**src/rtl/cnn_axis_pkg.sv**
```systemverilog
// Shared definitions for the CNN result stream path: FIFO word widths,
// transmitter state encoding and result-word extension.
package cnn_axis_pkg;

    localparam int unsigned FIFO_OUT_DATA_IN_WH  = 20;
    localparam int unsigned FIFO_OUT_DATA_OUT_WH = 32;

    typedef enum logic {
        IDLE   = 1'b0,
        STREAM = 1'b1
    } tx_state_e;

    // Widen a convolution result to the stream width, zero- or sign-filled.
    function automatic logic [FIFO_OUT_DATA_OUT_WH-1:0] extend_result(
        input logic [FIFO_OUT_DATA_IN_WH-1:0] res,
        input logic                           sign_ext
    );
        logic fill;
        fill = sign_ext & res[FIFO_OUT_DATA_IN_WH-1];
        return {{(FIFO_OUT_DATA_OUT_WH - FIFO_OUT_DATA_IN_WH){fill}}, res};
    endfunction

endpackage

```
**src/rtl/axis_out_reg.sv**
```systemverilog
// One-entry AXI-Stream output register: a load overwrites the entry, an
// accept without a load empties it.
module axis_out_reg
    import cnn_axis_pkg::*;
#(
    parameter int unsigned W = FIFO_OUT_DATA_OUT_WH
) (
    input  logic         clk_i,
    input  logic         rst_i,
    input  logic         load_i,
    input  logic         accept_i,
    input  logic [W-1:0] data_i,
    input  logic         last_i,
    output logic [W-1:0] tdata_o,
    output logic         tvalid_o,
    output logic         tlast_o
);

    logic [W-1:0] tdata_q;
    logic         tvalid_q;
    logic         tlast_q;

    always_ff @(posedge clk_i) begin
        if (rst_i) begin
            tdata_q  <= '0;
            tvalid_q <= 1'b0;
            tlast_q  <= 1'b0;
        end else if (load_i) begin
            tdata_q  <= data_i;
            tvalid_q <= 1'b1;
            tlast_q  <= last_i;
        end else if (tvalid_q && accept_i) begin
            tvalid_q <= 1'b0;
            tlast_q  <= 1'b0;
        end
    end

    assign tdata_o  = tdata_q;
    assign tvalid_o = tvalid_q;
    assign tlast_o  = tlast_q;

endmodule

```
**src/rtl/conv_result_axis_tx.sv**
```systemverilog
// Drains convolution results from the FWFT result FIFO and sends one
// output feature map per start as an AXI4-Stream frame with TLAST.
module conv_result_axis_tx
    import cnn_axis_pkg::*;
#(
    parameter int unsigned C_M_AXIS_TDATA_WIDTH = 32,
    parameter int unsigned C_RESULT_WIDTH       = 20,
    parameter int unsigned C_SIGN_EXTEND        = 0,
    parameter int unsigned C_CNT_WIDTH          = 16
) (
    input  logic                              clk,
    input  logic                              reset,
    input  logic                              start,
    input  logic [C_CNT_WIDTH-1:0]            frame_len,
    output logic                              busy,
    output logic                              done,
    input  logic                              fifo_empty,
    input  logic [C_M_AXIS_TDATA_WIDTH-1:0]   fifo_data,
    output logic                              fifo_read,
    output logic [C_M_AXIS_TDATA_WIDTH-1:0]   m_axis_tdata,
    output logic                              m_axis_tvalid,
    input  logic                              m_axis_tready,
    output logic                              m_axis_tlast,
    output logic [C_M_AXIS_TDATA_WIDTH/8-1:0] m_axis_tkeep
);

    localparam logic [C_CNT_WIDTH-1:0] CNT_ONE = {{(C_CNT_WIDTH-1){1'b0}}, 1'b1};

    tx_state_e                 state_q;
    logic [C_CNT_WIDTH-1:0]    len_q;
    logic [C_CNT_WIDTH-1:0]    beat_cnt_q;
    logic                      busy_q;
    logic                      done_q;

    logic                      load;
    logic                      last_beat;
    logic                      final_hs;
    logic [C_M_AXIS_TDATA_WIDTH-1:0] ext_data;
    logic                      unused_fifo_hi;

    // Upper FIFO word bits carry no result information.
    assign unused_fifo_hi = ^fifo_data[C_M_AXIS_TDATA_WIDTH-1:C_RESULT_WIDTH];

    assign ext_data  = extend_result(fifo_data[C_RESULT_WIDTH-1:0], C_SIGN_EXTEND != 0);
    assign load      = (state_q == STREAM) && !fifo_empty && (beat_cnt_q < len_q)
                       && (!m_axis_tvalid || m_axis_tready);
    assign last_beat = (beat_cnt_q == len_q - CNT_ONE);
    assign final_hs  = m_axis_tvalid && m_axis_tready && m_axis_tlast;

    always_ff @(posedge clk) begin
        if (reset) begin
            state_q    <= IDLE;
            len_q      <= '0;
            beat_cnt_q <= '0;
            busy_q     <= 1'b0;
            done_q     <= 1'b0;
        end else begin
            done_q <= 1'b0;
            case (state_q)
                IDLE: begin
                    if (start && (frame_len != '0)) begin
                        len_q      <= frame_len;
                        beat_cnt_q <= '0;
                        busy_q     <= 1'b1;
                        state_q    <= STREAM;
                    end
                end
                STREAM: begin
                    if (load) begin
                        beat_cnt_q <= beat_cnt_q + CNT_ONE;
                    end
                    if (final_hs) begin
                        busy_q  <= 1'b0;
                        done_q  <= 1'b1;
                        state_q <= IDLE;
                    end
                end
                default: state_q <= IDLE;
            endcase
        end
    end

    axis_out_reg #(
        .W(C_M_AXIS_TDATA_WIDTH)
    ) u_out_reg (
        .clk_i    (clk),
        .rst_i    (reset),
        .load_i   (load),
        .accept_i (m_axis_tready),
        .data_i   (ext_data),
        .last_i   (last_beat),
        .tdata_o  (m_axis_tdata),
        .tvalid_o (m_axis_tvalid),
        .tlast_o  (m_axis_tlast)
    );

    assign fifo_read    = load;
    assign busy         = busy_q;
    assign done         = done_q;
    assign m_axis_tkeep = '1;

endmodule

```
**config.mk**
```make
export PLATFORM = sky130hd
export DESIGN_NAME = conv_result_axis_tx
export DESIGN_NICKNAME = d
export VERILOG_FILES = /design/src/rtl/cnn_axis_pkg.sv /design/src/rtl/axis_out_reg.sv /design/src/rtl/conv_result_axis_tx.sv
export SDC_FILE = /design/constraint.sdc
export NUM_CORES = 1
export LEC_CHECK = 0
export ABC_AREA = 1
export CORE_UTILIZATION = 45
export CTS_BUF_LIST = sky130_fd_sc_hd__clkbuf_2
export DETAILED_ROUTE_END_ITERATION = 10
export DONT_BUFFER_PORTS = 1
export PLACE_DENSITY = 0.6
export SLEW_MARGIN = 25
export SYNTH_ARGS = -nofsm -noshare
export SYNTH_HDL_FRONTEND = slang
export SYNTH_SLANG_ARGS = --single-unit
```
**constraint.sdc**
```tcl
create_clock -name clk -period 2.2 [get_ports clk]
set_input_delay 0.11 -clock clk [delete_from_list [all_inputs] [get_ports clk]]
set_output_delay 0.11 -clock clk [all_outputs]
set_load 0.005 [all_outputs]
```
==> results of run 1 <==
-- worst reg2reg max path, delay by kind of cell, from the launching register on --
kind / cells / cell delay, ps
flip-flops: 1 / 410
buffers and inverters: 2 / 830
AO/OA/AOI/OAI: 1 / 120
AND/OR/NAND/NOR: 2 / 670
-- how the worst min path moves through the flow --
stage,to,startpoint,cells past startpoint
after floorplan,u_out_reg.tdata_o[0],fifo_data[0],2
after global placement,u_out_reg.tdata_o[15],reset,1
after detailed placement,u_out_reg.tdata_o[15],reset,1
after CTS,u_out_reg.tvalid_o,fifo_empty,6
after global routing,u_out_reg.tvalid_o,fifo_empty,6
final,u_out_reg.tvalid_o,fifo_empty,6
-- per-stage QoR --
stage,hold WS (ps),cell area (µm²)
after floorplan,246,3630
after global placement,180,3820
after detailed placement,180,3820
after CTS,84.6,4410
after global routing,82.6,4570
final,134,4570
-- layout make-up --
class / count / area [µm²] / area share
multi-input combinational: 402 / 2240 / 0.490
sequential: 57 / 1160 / 0.253
timing repair buffer: 83 / 763 / 0.167
inverter: 43 / 174 / 0.0380
tap: 102 / 128 / 0.0279
clock inverter: 7 / 58.8 / 0.0129
clock buffer: 9 / 45.0 / 0.00985
timing repair inverter: 1 / 5.00 / 0.00109
-- sequential cells by signal, summed over array words and instances, names as in the netlist --
signal,count
beat_cnt_q,16
done,1
u_out_reg.tvalid_o,1
u_out_reg.tdata_o,20
u_out_reg.tlast_o,1
len_q,16
busy,1
state_q,1
-- power by group through the flow --
stage	clock [mW]	combinational, mW	sequential (mW)
final	0.637	0.560	1.12
after global routing	0.718	0.628	1.12
after CTS	0.667	0.525	1.11
after detailed placement	0	0.433	1.13
after global placement	0	0.425	1.13
after floorplan	0	0.348	1.13
-- kinds of logic after synthesis --
logic type               Yosys count  share of synthesized area
XOR/XNOR                          24                     0.0588
adder cells (fa/ha/maj)           18                     0.0630
flip-flops                        57                      0.319
other                              2                    0.00210
AO/OA/AOI/OAI                     83                      0.128
buffers and inverters             81                      0.112
AND/OR/NAND/NOR                  261                      0.317
-- layout by cell type (no fill, tap or decap), types with 18 or more instances in the layout --
cell,netlist,layout
a21oi_1,50,47
nor2_1,57,54
dfxtp_1,57,45
nand3_1,33,30
xor2_1,18,18
inv_1,41,34
buf_4,17,39
o21ai_0,19,18
nand2_1,135,133
dlygate4sd3_1,0,41
-- what timing repair did --
action                     4_1_cts  5_1_grt
pin swaps                        2       10
hold buffers                    42        0
gates resized for setup          6       38
hold endpoints to repair        57        0
buffers inserted                 3        2
setup endpoints to repair        2       19
gates cloned                     1        0
-- routing by layer --
layer | global-route usage | up-vias
li1 | - | 1806
met1 | 0.288 | 1592
met2 | 0.384 | 122
met3 | 0.0662 | 11
met4 | 0.0635 | 0
met5 | 0 | -
==> flow_metrics.env, run 1 <==
export IMPL_die_width_um=91.2
export IMPL_dieArea_mm2=0.00831
export IMPL_drt_total_wl_um=9320
export IMPL_path_depth=5
export IMPL_synth_area_mm2=0.00358
export IMPL_critPathKind="register to register"
export IMPL_clock_power_share=0.275
export IMPL_setup_ws_ps=141
export IMPL_cts_max_path_buffers=2
export IMPL_power_switching_mw=0.829
export IMPL_dp_cells=640
export IMPL_die_y_um=91.2
export IMPL_dr_pass1_iters=4
export IMPL_r2r_end="state_q"
export IMPL_status="finished clean"
export IMPL_fin_nets=668
export IMPL_drv_cap=0
export IMPL_crit_required_ps=2670
export IMPL_htree_levels=3
export IMPL_numClockSinks=57
export IMPL_crit_path_end_kind="register"
export IMPL_crit_path_start="state_q"
export IMPL_ys_types=33
export IMPL_ant_nets=0
export IMPL_critPathCapture="state_q"
export IMPL_grt_pass1_wl_um=15000
export IMPL_max_freq_mhz=486
export IMPL_ys_top_cells_by_count="nand2_1, dfxtp_1, nor2_1, a21oi_1, inv_1"
export IMPL_gp_congestion=0.826
export IMPL_rrSetupSlack_ps=140
export IMPL_vias_per_cell=5.02
export IMPL_cts_buffers=9
export IMPL_fill_cells=738
export IMPL_synth_area_leaders="dfxtp_1, nand2_1, a21oi_1, ha_1, nor2_1"
export IMPL_holdCritPathClass="input pin to register"
export IMPL_ys_flop_type="dfxtp_1"
export IMPL_netlist_instances=526
export IMPL_worstPathCellList="nor2_1 -> nand2_1 -> buf_4 -> a21oi_1 -> dlygate4sd3_1"
export IMPL_area_growth_pct=27.8
export IMPL_finalHoldViolCount=0
export IMPL_drive_above_1_share=0.206
export IMPL_grt_pass1_vias=3292
export IMPL_root_buffer="clkbuf_2"
export IMPL_wl_met1_um=4220
export IMPL_worst_r2r_path_depth=5
export IMPL_avgRoutedWirePerCell_um=13.2
export IMPL_yosysTopAreaCellShare=0.319
export IMPL_crit_buf_inv=2
export IMPL_yosysMostFrequentCell="nand2_1"
export IMPL_netSwitchingFraction=0.358
export IMPL_reg2reg_from="state_q"
export IMPL_p_leak_nw=1.92
export IMPL_yosysWarnings=0
export IMPL_post_place_ws_ps=-37.6
export IMPL_clkTransAtPathRegs_ps=210
export IMPL_globalRouteOverflowTotal=0
export IMPL_period_needed_ps=2060
export IMPL_instances_no_fill=704
export IMPL_finClkSkew_ps=20.0
export IMPL_dp_hpwl_um=6510
export IMPL_synth_area_leader_cell="dfxtp_1"
export IMPL_slowest_stage="dlygate4sd3_1"
export IMPL_power_mw=2.31
export IMPL_antenna_cells=0
export IMPL_finalSetupViolCount=0
export IMPL_seqPwrFrac=0.483
export IMPL_ir_worst_vdd_mv=0.383
export IMPL_async_flop_share=0
export IMPL_seq_area_frac_synth=0.319
export IMPL_initial_core_util=0.463
export IMPL_grtUsageTotal=0.230
export IMPL_arrival_ps=2530
export IMPL_avgSynthCellArea_um2=6.80
export IMPL_p_comb_frac=0.242
export IMPL_critPathMaxFanout=10
export IMPL_cpPeakStageDelay_ps=550
export IMPL_top_layer="met4"
export IMPL_p_int_mw=1.48
export IMPL_start_kind="register"
export IMPL_port_buffers=0
export IMPL_synth_edff_count=0
export IMPL_fin_setup_tns_ps=0
export IMPL_met2WireLength_um=4360
export IMPL_drt_iter0_drc=141
export IMPL_num_rows=32
export IMPL_post_route_util=0.592
export IMPL_ys_ff_latch=57
export IMPL_cellPowerDensity_mw_per_mm2=506
export IMPL_wl_met3_um=626
export IMPL_fp_coreArea_mm2=0.00773
export IMPL_drc=0
export IMPL_grt_max_degree=45
export IMPL_antenna_found_initial=0
export IMPL_fin_crit_sh=0.936
export IMPL_cts_tree="built"
export IMPL_crit_family="buffers and inverters"
export IMPL_clk_latency_ps=510
export IMPL_via_count=3531
export IMPL_maxSlewViolCount=0
export IMPL_ios=94
Power figures use the tool's default switching activity.
==> run 2, diff against run 1 <==
Settings changed: GPL_TIMING_DRIVEN from default to 0.
==> run 2 against run 1 <==
  * Sequential share of layout area up 0.23 points
  * Non-clock buffer count rose by 17
  * Maximum frequency shrank 5.0%
  * Routed wire length grew 6.7%
  * Largest power group unchanged
  * Highest routed layer unchanged
==> flow_metrics.env, run 2 (synthesized netlist as in run 1, its figures left out) <==
export IMPL_seqPwrFrac=0.470
export IMPL_ios=94
export IMPL_crit_required_ps=2090
export IMPL_antenna_found_initial=0
export IMPL_dieArea_mm2=0.00831
export IMPL_dr_pass1_iters=7
export IMPL_drt_total_wl_um=9950
export IMPL_num_rows=32
export IMPL_htree_levels=3
export IMPL_start_kind="register"
export IMPL_arrival_ps=2060
export IMPL_place_area_mm2=0.00376
export IMPL_stdcell_area_mm2=0.00468
export IMPL_fin_nets=684
export IMPL_relSlewSlack=0.591
export IMPL_p_leak_nw=1.95
export IMPL_tightest_slew_ps=614
export IMPL_holdCritPathClass="input pin to register"
export IMPL_via_count=3589
export IMPL_final_common_cell="nand2_1"
export IMPL_grt_pass1_vias=3502
export IMPL_finalSetupViolCount=0
export IMPL_final_cell_mix="nand2_1, nor2_1, a21oi_1"
export IMPL_root_buffer="clkbuf_2"
export IMPL_numClockSinks=57
export IMPL_instances_no_fill=720
export IMPL_fin_crit_sh=0.985
export IMPL_drv_cap=0
export IMPL_status="finished clean"
export IMPL_cts_tree="built"
export IMPL_die_y_um=91.2
export IMPL_finClkSkew_ps=24.5
export IMPL_gp_congestion=0.876
export IMPL_critPathKind="register to output pin"
export IMPL_dp_hpwl_um=6860
export IMPL_ir_worst_vdd_mv=0.363
export IMPL_crit_path_end_kind="output pin"
export IMPL_dp_cells=642
export IMPL_power_mw=2.37
export IMPL_clk_latency_ps=530
export IMPL_netSwitchingFraction=0.366
export IMPL_vias_per_cell=4.98
export IMPL_die_width_um=91.2
export IMPL_ant_nets=0
export IMPL_grt_setup_unrepaired="true"
export IMPL_globalRouteOverflowTotal=0
export IMPL_drt_iter0_drc=133
export IMPL_p_int_mw=1.50
export IMPL_cellPowerDensity_mw_per_mm2=507
export IMPL_grt_max_degree=14
export IMPL_fp_coreArea_mm2=0.00773
export IMPL_clock_power_share=0.282
export IMPL_critPathMaxFanout=5
export IMPL_hold_slack_ps=113
export IMPL_drive_above_1_share=0.227
export IMPL_period_needed_ps=2170
export IMPL_cts_buffers=9
export IMPL_maxSlewViolCount=0
export IMPL_grtUsageTotal=0.248
export IMPL_finalHoldViolCount=0
export IMPL_clkTransAtPathRegs_ps=220
export IMPL_initial_core_util=0.463
export IMPL_largest_register_ffs=20
export IMPL_max_freq_mhz=462
export IMPL_port_buffers=0
export IMPL_cts_max_path_buffers=2
export IMPL_p_comb_frac=0.248
export IMPL_avgRoutedWirePerCell_um=13.8
export IMPL_grt_pass1_wl_um=16300
export IMPL_antenna_cells=0
export IMPL_drc=0
export IMPL_area_growth_pct=30.7
export IMPL_power_switching_mw=0.869
## run 2: cell types whose count changed in the layout (fill, tap and decap cells not counted), moves of 3 or more
cell and delta:
buf_12 -3, buf_2 +5, clkbuf_1 +11, dfxtp_1 -14
dfxtp_2 +6, dfxtp_4 +8
## run 2: timing repair
item                                    4_1_cts  5_1_grt
endpoints found under the setup margin       11       30
hold endpoints to repair                     41        0
cloned                                        1        0
resized for setup                            52       15
pin swaps                                    11        6
setup buffers                                19        2
hold buffers                                 41        0
## run 2: final timing paths
check / cells past startpoint / slack (ps) / endpoint / startpoint
min reg2reg: 2 / 500 / u_out_reg.tdata_o[5] / u_out_reg.tdata_o[5]
max: 10 / 30 / fifo_read / len_q[5]
min: 6 / 110 / beat_cnt_q[15] / start
max reg2reg: 13 / 160 / u_out_reg.tlast_o / len_q[1]
## run 2: critical path: stages (launching register included)
cell and delay [ps]:
dfxtp_4 390, inv_1 110, ha_4 220, a21oi_2 160
o21a_1 120, nand2_1 70, nand2_2 80, nand3_2 80
buf_6 140, clkinv_4 50, buf_8 110
## run 2: power by group through the flow
stage	Clock [mW]	Sequential (mW)	Combinational, mW
after floorplan	0	1.13	0.348
after global placement	0	1.15	0.435
after detailed placement	0	1.14	0.442
after CTS	0.685	1.12	0.570
after global routing	0.736	1.12	0.660
final	0.670	1.11	0.589
## run 2: layout make-up
cell class | instances | area [µm²]
well taps | 102 | 128
plain buffers | 37 | 244
repair buffers | 63 | 601
multi-input cells | 402 | 2240
flip-flops and latches | 57 | 1200
inverters | 43 | 166
fillers | 713 | 3050
clock inverters | 7 | 61.3
clock buffers | 9 | 45.0
## run 2: per-layer routing
| layer | wire length [µm] | share of wire | global-route usage | vias up |
|---|---|---|---|---|
| met5 | 0 | 0 | 0 | - |
| met4 | 124 | 0.012 | 0.0635 | 0 |
| met3 | 587 | 0.059 | 0.0620 | 15 |
| met2 | 4770 | 0.48 | 0.426 | 125 |
| met1 | 4460 | 0.45 | 0.310 | 1603 |
| li1 | - | - | - | 1846 |
## run 2: stage by stage
step	TNS, ps	util	setup slack, ps
final	0	0.605	33.8
after global routing	-121	0.605	-121
after CTS	0	0.594	0.700
after detailed placement	-796	0.486	-87.7
after global placement	-170	0.486	-21.4
after floorplan	0	-	322
